File: config.mk
export PLATFORM = sky130hd
export DESIGN_NAME = pipeline_sequencer_flat
export DESIGN_NICKNAME = d
export VERILOG_FILES = /design/src/rtl/pipeline_sequencer_if.sv /design/src/rtl/pipeline_sequencer.sv /design/src/flat_wrapper.sv
export SDC_FILE = /design/constraint.sdc
export NUM_CORES = 1
export LEC_CHECK = 0
export CAP_MARGIN = 5
export CORE_MARGIN = 2
export CORE_UTILIZATION = 55
export CTS_BUF_LIST = sky130_fd_sc_hd__clkbuf_8
export DETAILED_ROUTE_END_ITERATION = 8
export DONT_BUFFER_PORTS = 1
export GPL_TIMING_DRIVEN = 0
export PLACE_DENSITY_LB_ADDON = 0.12
export SLEW_MARGIN = 15
export SYNTH_ARGS = -nofsm -noshare
export SYNTH_HDL_FRONTEND = slang
export SYNTH_SLANG_ARGS = --single-unit
File: constraint.sdc
create_clock -name clk -period 2.9 [get_ports clk]
set_input_delay 0.58 -clock clk [delete_from_list [all_inputs] [get_ports clk]]
set_output_delay 0.58 -clock clk [all_outputs]
set_load 0.01 [all_outputs]
File: src/rtl/pipeline_sequencer_if.sv
// Control bundle between the pipeline sequencer and the stages it drives.
// Carries hazard/branch/memory/debug requests in, enables and strobes out.
interface pipeline_sequencer_if #(
  parameter int CNT_W = 16
);
  logic hz_stall;
  logic br_taken;
  logic dmem_req;
  logic dmem_ready;
  logic halt_req;
  logic resume;
  logic cnt_clr;
  logic pc_en;
  logic if_id_en;
  logic id_ex_en;
  logic ex_mem_en;
  logic mem_wb_en;
  logic if_id_flush;
  logic id_ex_bubble;
  logic mem_wb_bubble;
  logic halted;
  logic mem_err;
  logic [CNT_W-1:0] stall_cnt;
  logic [CNT_W-1:0] flush_cnt;

  modport master (
    output hz_stall, br_taken, dmem_req, dmem_ready,
    output halt_req, resume, cnt_clr,
    input  pc_en, if_id_en, id_ex_en, ex_mem_en, mem_wb_en,
    input  if_id_flush, id_ex_bubble, mem_wb_bubble,
    input  halted, mem_err, stall_cnt, flush_cnt
  );

  modport slave (
    input  hz_stall, br_taken, dmem_req, dmem_ready,
    input  halt_req, resume, cnt_clr,
    output pc_en, if_id_en, id_ex_en, ex_mem_en, mem_wb_en,
    output if_id_flush, id_ex_bubble, mem_wb_bubble,
    output halted, mem_err, stall_cnt, flush_cnt
  );
endinterface

File: src/rtl/pipeline_sequencer.sv
// Stall/flush/halt controller: merges hazard, branch and memory-wait
// requests into per-stage enables and sequences debug drain/halt/resume.
module pipeline_sequencer #(
  parameter int DRAIN_CYCLES = 3,
  parameter int MEM_TIMEOUT  = 15,
  parameter int CNT_W        = 16
) (
  input logic clk,
  input logic rst_n,
  pipeline_sequencer_if.slave bus
);
  localparam int DW = $clog2(DRAIN_CYCLES + 1);
  localparam int WW = $clog2(MEM_TIMEOUT + 1);

  typedef enum logic [1:0] {RUN, MEMWAIT, DRAIN, HALTED} state_t;

  state_t state, state_n;
  state_t r_next;
  logic [DW-1:0] drain_cnt, drain_cnt_n;
  logic [WW-1:0] wait_cnt, wait_cnt_n;
  logic mem_err, mem_err_n;
  logic halted_q;
  logic [CNT_W-1:0] stall_cnt, flush_cnt;
  logic mstall, frozen;
  logic stall_inc, flush_inc;
  logic [4:0] en, r_en;
  logic flush, bubble, wb_bubble;
  logic r_flush, r_bubble, r_flinc;

  assign mstall = bus.dmem_req & ~bus.dmem_ready;

  // Branch/hazard/halt priority, shared by RUN and a completing MEMWAIT
  always_comb begin
    r_en     = 5'b11111;
    r_flush  = 1'b0;
    r_bubble = 1'b0;
    r_flinc  = 1'b0;
    r_next   = RUN;
    if (bus.br_taken) begin
      r_flush  = 1'b1;
      r_bubble = 1'b1;
      r_flinc  = 1'b1;
      if (bus.halt_req) r_next = DRAIN;
    end else if (bus.hz_stall) begin
      r_en     = 5'b00111;
      r_bubble = 1'b1;
    end else if (bus.halt_req) begin
      r_en     = 5'b00111;
      r_bubble = 1'b1;
      r_next   = DRAIN;
    end
  end

  always_comb begin
    state_n     = state;
    en          = '0;
    flush       = 1'b0;
    bubble      = 1'b0;
    wb_bubble   = 1'b0;
    drain_cnt_n = drain_cnt;
    wait_cnt_n  = '0;
    mem_err_n   = mem_err;
    stall_inc   = 1'b0;
    flush_inc   = 1'b0;
    frozen      = 1'b0;
    unique case (state)
      RUN, MEMWAIT: begin
        if (state == RUN ? mstall : ~bus.dmem_ready) begin
          frozen    = 1'b1;
          stall_inc = 1'b1;
          state_n   = MEMWAIT;
        end else begin
          en        = r_en;
          flush     = r_flush;
          bubble    = r_bubble;
          flush_inc = r_flinc;
          stall_inc = ~r_en[4];
          state_n   = r_next;
          if (r_next == DRAIN) drain_cnt_n = DW'(1);
        end
      end
      DRAIN: begin
        bubble = 1'b1;
        if (mstall) begin
          frozen = 1'b1;
        end else begin
          en = 5'b00111;
          if (bus.br_taken) begin
            en[4]     = 1'b1;
            flush     = 1'b1;
            flush_inc = 1'b1;
          end
          if (drain_cnt == DW'(DRAIN_CYCLES)) state_n = HALTED;
          else drain_cnt_n = drain_cnt + 1'b1;
        end
      end
      HALTED: begin
        if (bus.resume && !mem_err) state_n = RUN;
      end
      default: state_n = RUN;
    endcase
    // Consecutive memory-frozen cycles trip the timeout halt
    if (frozen) begin
      wait_cnt_n = wait_cnt + 1'b1;
      if (wait_cnt_n == WW'(MEM_TIMEOUT)) begin
        state_n   = HALTED;
        mem_err_n = 1'b1;
      end
    end
    if (rst_n) begin
      en        = '0;
      flush     = 1'b1;
      bubble    = 1'b1;
      wb_bubble = 1'b1;
    end
  end

  always_ff @(posedge clk) begin
    if (rst_n) begin
      state     <= RUN;
      drain_cnt <= '0;
      wait_cnt  <= '0;
      mem_err   <= 1'b0;
      halted_q  <= 1'b0;
      stall_cnt <= '0;
      flush_cnt <= '0;
    end else begin
      state     <= state_n;
      drain_cnt <= drain_cnt_n;
      wait_cnt  <= wait_cnt_n;
      mem_err   <= mem_err_n;
      halted_q  <= (state_n == HALTED);
      if (bus.cnt_clr) stall_cnt <= '0;
      else if (stall_inc && !(&stall_cnt)) stall_cnt <= stall_cnt + 1'b1;
      if (bus.cnt_clr) flush_cnt <= '0;
      else if (flush_inc && !(&flush_cnt)) flush_cnt <= flush_cnt + 1'b1;
    end
  end

  assign bus.pc_en         = en[4];
  assign bus.if_id_en      = en[3];
  assign bus.id_ex_en      = en[2];
  assign bus.ex_mem_en     = en[1];
  assign bus.mem_wb_en     = en[0];
  assign bus.if_id_flush   = flush;
  assign bus.id_ex_bubble  = bubble;
  assign bus.mem_wb_bubble = wb_bubble;
  assign bus.halted        = halted_q;
  assign bus.mem_err       = mem_err;
  assign bus.stall_cnt     = stall_cnt;
  assign bus.flush_cnt     = flush_cnt;
endmodule
File: src/flat_wrapper.sv
// flat-port wrapper written by rule: the top's interface ports become plain ports
module pipeline_sequencer_flat 
#(
  parameter int DRAIN_CYCLES = 3,
  parameter int MEM_TIMEOUT  = 15,
  parameter int CNT_W        = 16
)
  (clk, rst_n, bus_hz_stall, bus_br_taken, bus_dmem_req, bus_dmem_ready, bus_halt_req, bus_resume, bus_cnt_clr, bus_pc_en, bus_if_id_en, bus_id_ex_en, bus_ex_mem_en, bus_mem_wb_en, bus_if_id_flush, bus_id_ex_bubble, bus_mem_wb_bubble, bus_halted, bus_mem_err, bus_stall_cnt, bus_flush_cnt);
  pipeline_sequencer_if #(.CNT_W(CNT_W)) bus_i ();
  input logic clk;
  input logic rst_n;
  input wire logic [$bits(bus_i.hz_stall)-1:0] bus_hz_stall;
  input wire logic [$bits(bus_i.br_taken)-1:0] bus_br_taken;
  input wire logic [$bits(bus_i.dmem_req)-1:0] bus_dmem_req;
  input wire logic [$bits(bus_i.dmem_ready)-1:0] bus_dmem_ready;
  input wire logic [$bits(bus_i.halt_req)-1:0] bus_halt_req;
  input wire logic [$bits(bus_i.resume)-1:0] bus_resume;
  input wire logic [$bits(bus_i.cnt_clr)-1:0] bus_cnt_clr;
  output wire logic [$bits(bus_i.pc_en)-1:0] bus_pc_en;
  output wire logic [$bits(bus_i.if_id_en)-1:0] bus_if_id_en;
  output wire logic [$bits(bus_i.id_ex_en)-1:0] bus_id_ex_en;
  output wire logic [$bits(bus_i.ex_mem_en)-1:0] bus_ex_mem_en;
  output wire logic [$bits(bus_i.mem_wb_en)-1:0] bus_mem_wb_en;
  output wire logic [$bits(bus_i.if_id_flush)-1:0] bus_if_id_flush;
  output wire logic [$bits(bus_i.id_ex_bubble)-1:0] bus_id_ex_bubble;
  output wire logic [$bits(bus_i.mem_wb_bubble)-1:0] bus_mem_wb_bubble;
  output wire logic [$bits(bus_i.halted)-1:0] bus_halted;
  output wire logic [$bits(bus_i.mem_err)-1:0] bus_mem_err;
  output wire logic [$bits(bus_i.stall_cnt)-1:0] bus_stall_cnt;
  output wire logic [$bits(bus_i.flush_cnt)-1:0] bus_flush_cnt;
  assign bus_i.hz_stall = bus_hz_stall;
  assign bus_i.br_taken = bus_br_taken;
  assign bus_i.dmem_req = bus_dmem_req;
  assign bus_i.dmem_ready = bus_dmem_ready;
  assign bus_i.halt_req = bus_halt_req;
  assign bus_i.resume = bus_resume;
  assign bus_i.cnt_clr = bus_cnt_clr;
  assign bus_pc_en = bus_i.pc_en;
  assign bus_if_id_en = bus_i.if_id_en;
  assign bus_id_ex_en = bus_i.id_ex_en;
  assign bus_ex_mem_en = bus_i.ex_mem_en;
  assign bus_mem_wb_en = bus_i.mem_wb_en;
  assign bus_if_id_flush = bus_i.if_id_flush;
  assign bus_id_ex_bubble = bus_i.id_ex_bubble;
  assign bus_mem_wb_bubble = bus_i.mem_wb_bubble;
  assign bus_halted = bus_i.halted;
  assign bus_mem_err = bus_i.mem_err;
  assign bus_stall_cnt = bus_i.stall_cnt;
  assign bus_flush_cnt = bus_i.flush_cnt;
  pipeline_sequencer #(.DRAIN_CYCLES(DRAIN_CYCLES), .MEM_TIMEOUT(MEM_TIMEOUT), .CNT_W(CNT_W)) u_core (.clk(clk), .rst_n(rst_n), .bus(bus_i));
endmodule
==> flow_summary.json <==
{
  "status": "completed",
  "cts_tree": "built",
  "cp.arrival_ns": 1.70,
  "area_delta_synth_final_pct": 7.147,
  "end_kind": "output port",
  "ios": 51,
  "drtPass1Iterations": 4,
  "max_freq_ghz": 0.4386,
  "overflow": 0,
  "drv_slew": 0,
  "tightest_slew_ns": 0.6015,
  "avgRoutedWirePerCell_um": 16.82,
  "synth_flop_cell": "dfxtp_1",
  "power_density_nw_per_um2": 448.7,
  "rows": 23,
  "start_util_pct": 58.25,
  "insertion_delay_ns": 0.29,
  "hold_violations": 0,
  "synth_top_area_share_pct": 35.57,
  "clock_sinks": 42,
  "core_um2": 4058,
  "path_class": "input port to output port",
  "die_area_um2": 4838,
  "cts_buffers": 5,
  "drive_gt1_share_pct": 10.03,
  "worstReg2RegEnd": "u_core.bus.stall_cnt[12]",
  "synth.top_cells.by_area": "dfxtp_1, a21oi_1, or4_1",
  "cts_setup_buffers": 0,
  "synth-edff-count": 0,
  "synth_top_area_cell": "dfxtp_1",
  "ant_nets": 0,
  "cts_resized": 0,
  "relSlewSlack_pct": 59.56,
  "path_clk_slew_ns": 0.08,
  "synthCells": 281,
  "synth_common_cells": "dfxtp_1, a21oi_1, nand2_1",
  "yosysWarnings": 0,
  "grt_pass1_wl_um": 9611,
  "setup-violations-final": 0,
  "grt_pass1_vias": 2069,
  "yosysSeqAreaShare_pct": 35.57,
  "r2r_setup_slack_ns": 0.81,
  "htree_levels": 2,
  "required_ns": 2.32,
  "rsz0062_at_grt": "false",
  "totalNegativeSetupSlack_ns": 0,
  "start_kind": "input port",
  "peakVddDrop_v": 0.0003140,
  "port_buffers": 0,
  "drtIter0Drc": 138,
  "ys_types": 52,
  "nFillCells": 384,
  "dieWidth_um": 69.56,
  "syn-num-nets": 295,
  "via_per_inst": 6.560,
  "place_congestion": 0.8627,
  "clock_path_buffers": 2,
  "ys_ff_latch": 42,
  "async_flop_share_pct": 0,
  "fin_crit_ns": 2.280,
  "hp-start": "bus_cnt_clr",
  "fin_skew_ns": 0.008034,
  "leakagePower_nw": 0.8053,
  "holdPathEnd": "u_core.bus.flush_cnt[14]",
  "min_period_over_period_pct": 78.62,
  "critPathMaxFanout": 10,
  "fin_nets": 302,
  "r2r_cells": 5,
  "ctsRootBufferMaster": "clkbuf_8",
  "r2r-start": "u_core.bus.stall_cnt[0]",
  "antenna_found_initial": 0,
  "die_height_um": 69.56,
  "wirelength_um": 5703,
  "synth.most_common_cell": "dfxtp_1",
  "synthesis.area_um2": 2364,
  "cts_hold_buffers": 0,
  "via_count": 2224,
  "grt_max_degree": 13,
  "hold_path_class": "input port to flop",
  "maxCapViolations": 0,
  "place_hpwl_um": 4101,
  "n_antenna_cell": 0,
  "avgSynthCellArea_um2": 8.411,
  "drc_errors": 0,
  "min_path_cells": 2,
  "final_util_pct": 62.41,
  "grtUsageTotal_pct": 23.96
}
==> per-stage QoR <==
| stage | total power [W] | hold WS [ns] | area, um2 | instances | worst slack [ns] |
|---|---|---|---|---|---|
| 2_1_floorplan | 0.0006792 | 0.4300 | 2364 | 281 | 0.9343 |
| 3_3_place_gp | 0.0006982 | 0.4497 | 2426 | 331 | 0.5908 |
| 3_5_place_dp | 0.0007001 | 0.4574 | 2426 | 331 | 0.5751 |
| 4_1_cts | 0.001144 | 0.4496 | 2532 | 339 | 0.5805 |
| 5_1_grt | 0.001185 | 0.4403 | 2532 | 339 | 0.4931 |
| 6_report | 0.001136 | 0.4556 | 2532 | 339 | 0.6199 |
==> cells in the final DEF (no fill, tap or decap), types with 7 or more instances in the layout <==
cell type,n
clkbuf_1,7
nand4_1,9
nand2_1,19
o31ai_1,14
or3_1,11
a21oi_1,33
nor2_1,8
or4_1,16
o21ai_0,7
nor4_1,8
inv_1,11
dfxtp_1,42
nand3_1,14
==> cell type report <==
class                           instances  area [um2]  area share, %
Clock inverter                          3       37.54          1.482
Tap cell                               50       62.56          2.470
Inverter                               10       37.54          1.482
Buffer                                 18       96.34          3.804
Clock buffer                            5       68.82          2.717
Multi-Input combinational cell        211        1389          54.84
Sequential cell                        42       840.8          33.20
==> registers in the layout, indices dropped and copies added (netlist names) <==
signal / cells
u_core.bus.flush_cnt: 16
u_core.bus.stall_cnt: 16
u_core.wait_cnt: 4
u_core.drain_cnt: 2
u_core.state: 2
u_core.bus.halted: 1
u_core.bus.mem_err: 1
==> kinds of logic (layout without fill, tap and decap cells) <==
logic type / after synthesis / count (layout) / synth area share (%)
multiplexers: 4 / 4 / 1.694
AND/OR/NAND/NOR: 111 / 111 / 28.11
adder cells (fa/ha/maj): 5 / 5 / 2.647
XOR/XNOR: 2 / 2 / 0.7413
flip-flops: 42 / 42 / 35.57
AO/OA/AOI/OAI: 89 / 89 / 25.57
buffers and inverters: 28 / 36 / 5.664
==> power by group <==
| group | internal (W) | switching (W) | leakage (nW) | total (W) |
|---|---|---|---|---|
| Sequential | 0.000583 | 0.00000677 | 0.339 | 0.000590 |
| Combinational | 0.0000342 | 0.0000635 | 0.405 | 0.0000977 |
| Clock | 0.000251 | 0.000198 | 0.0607 | 0.000449 |
==> routing by layer <==
layer / GRT usage (%) / share of wire [%] / routed length [um] / vias up
li1: - / - / - / 1105
met1: 32.40 / 46 / 2637 / 1047
met2: 37.50 / 46 / 2630 / 65
met3: 6.831 / 6.9 / 391 / 7
met4: 6.318 / 0.77 / 44 / 0
met5: 0 / 0 / 0 / -
==> critical path: stages <==
cell	delay, ns
clkbuf_1	0.30
clkbuf_1	0.43
nor2_1	0.20
buf_4	0.19
==> worst max path at each step <==
stage,start,to,cells after the start
6_report,rst_n,bus_id_ex_en,4
5_1_grt,rst_n,bus_id_ex_en,4
4_1_cts,rst_n,bus_id_ex_en,4
3_5_place_dp,rst_n,bus_id_ex_en,4
3_3_place_gp,rst_n,bus_id_ex_en,4
2_1_floorplan,rst_n,bus_id_ex_en,4
(Power assumes the default switching activity.)
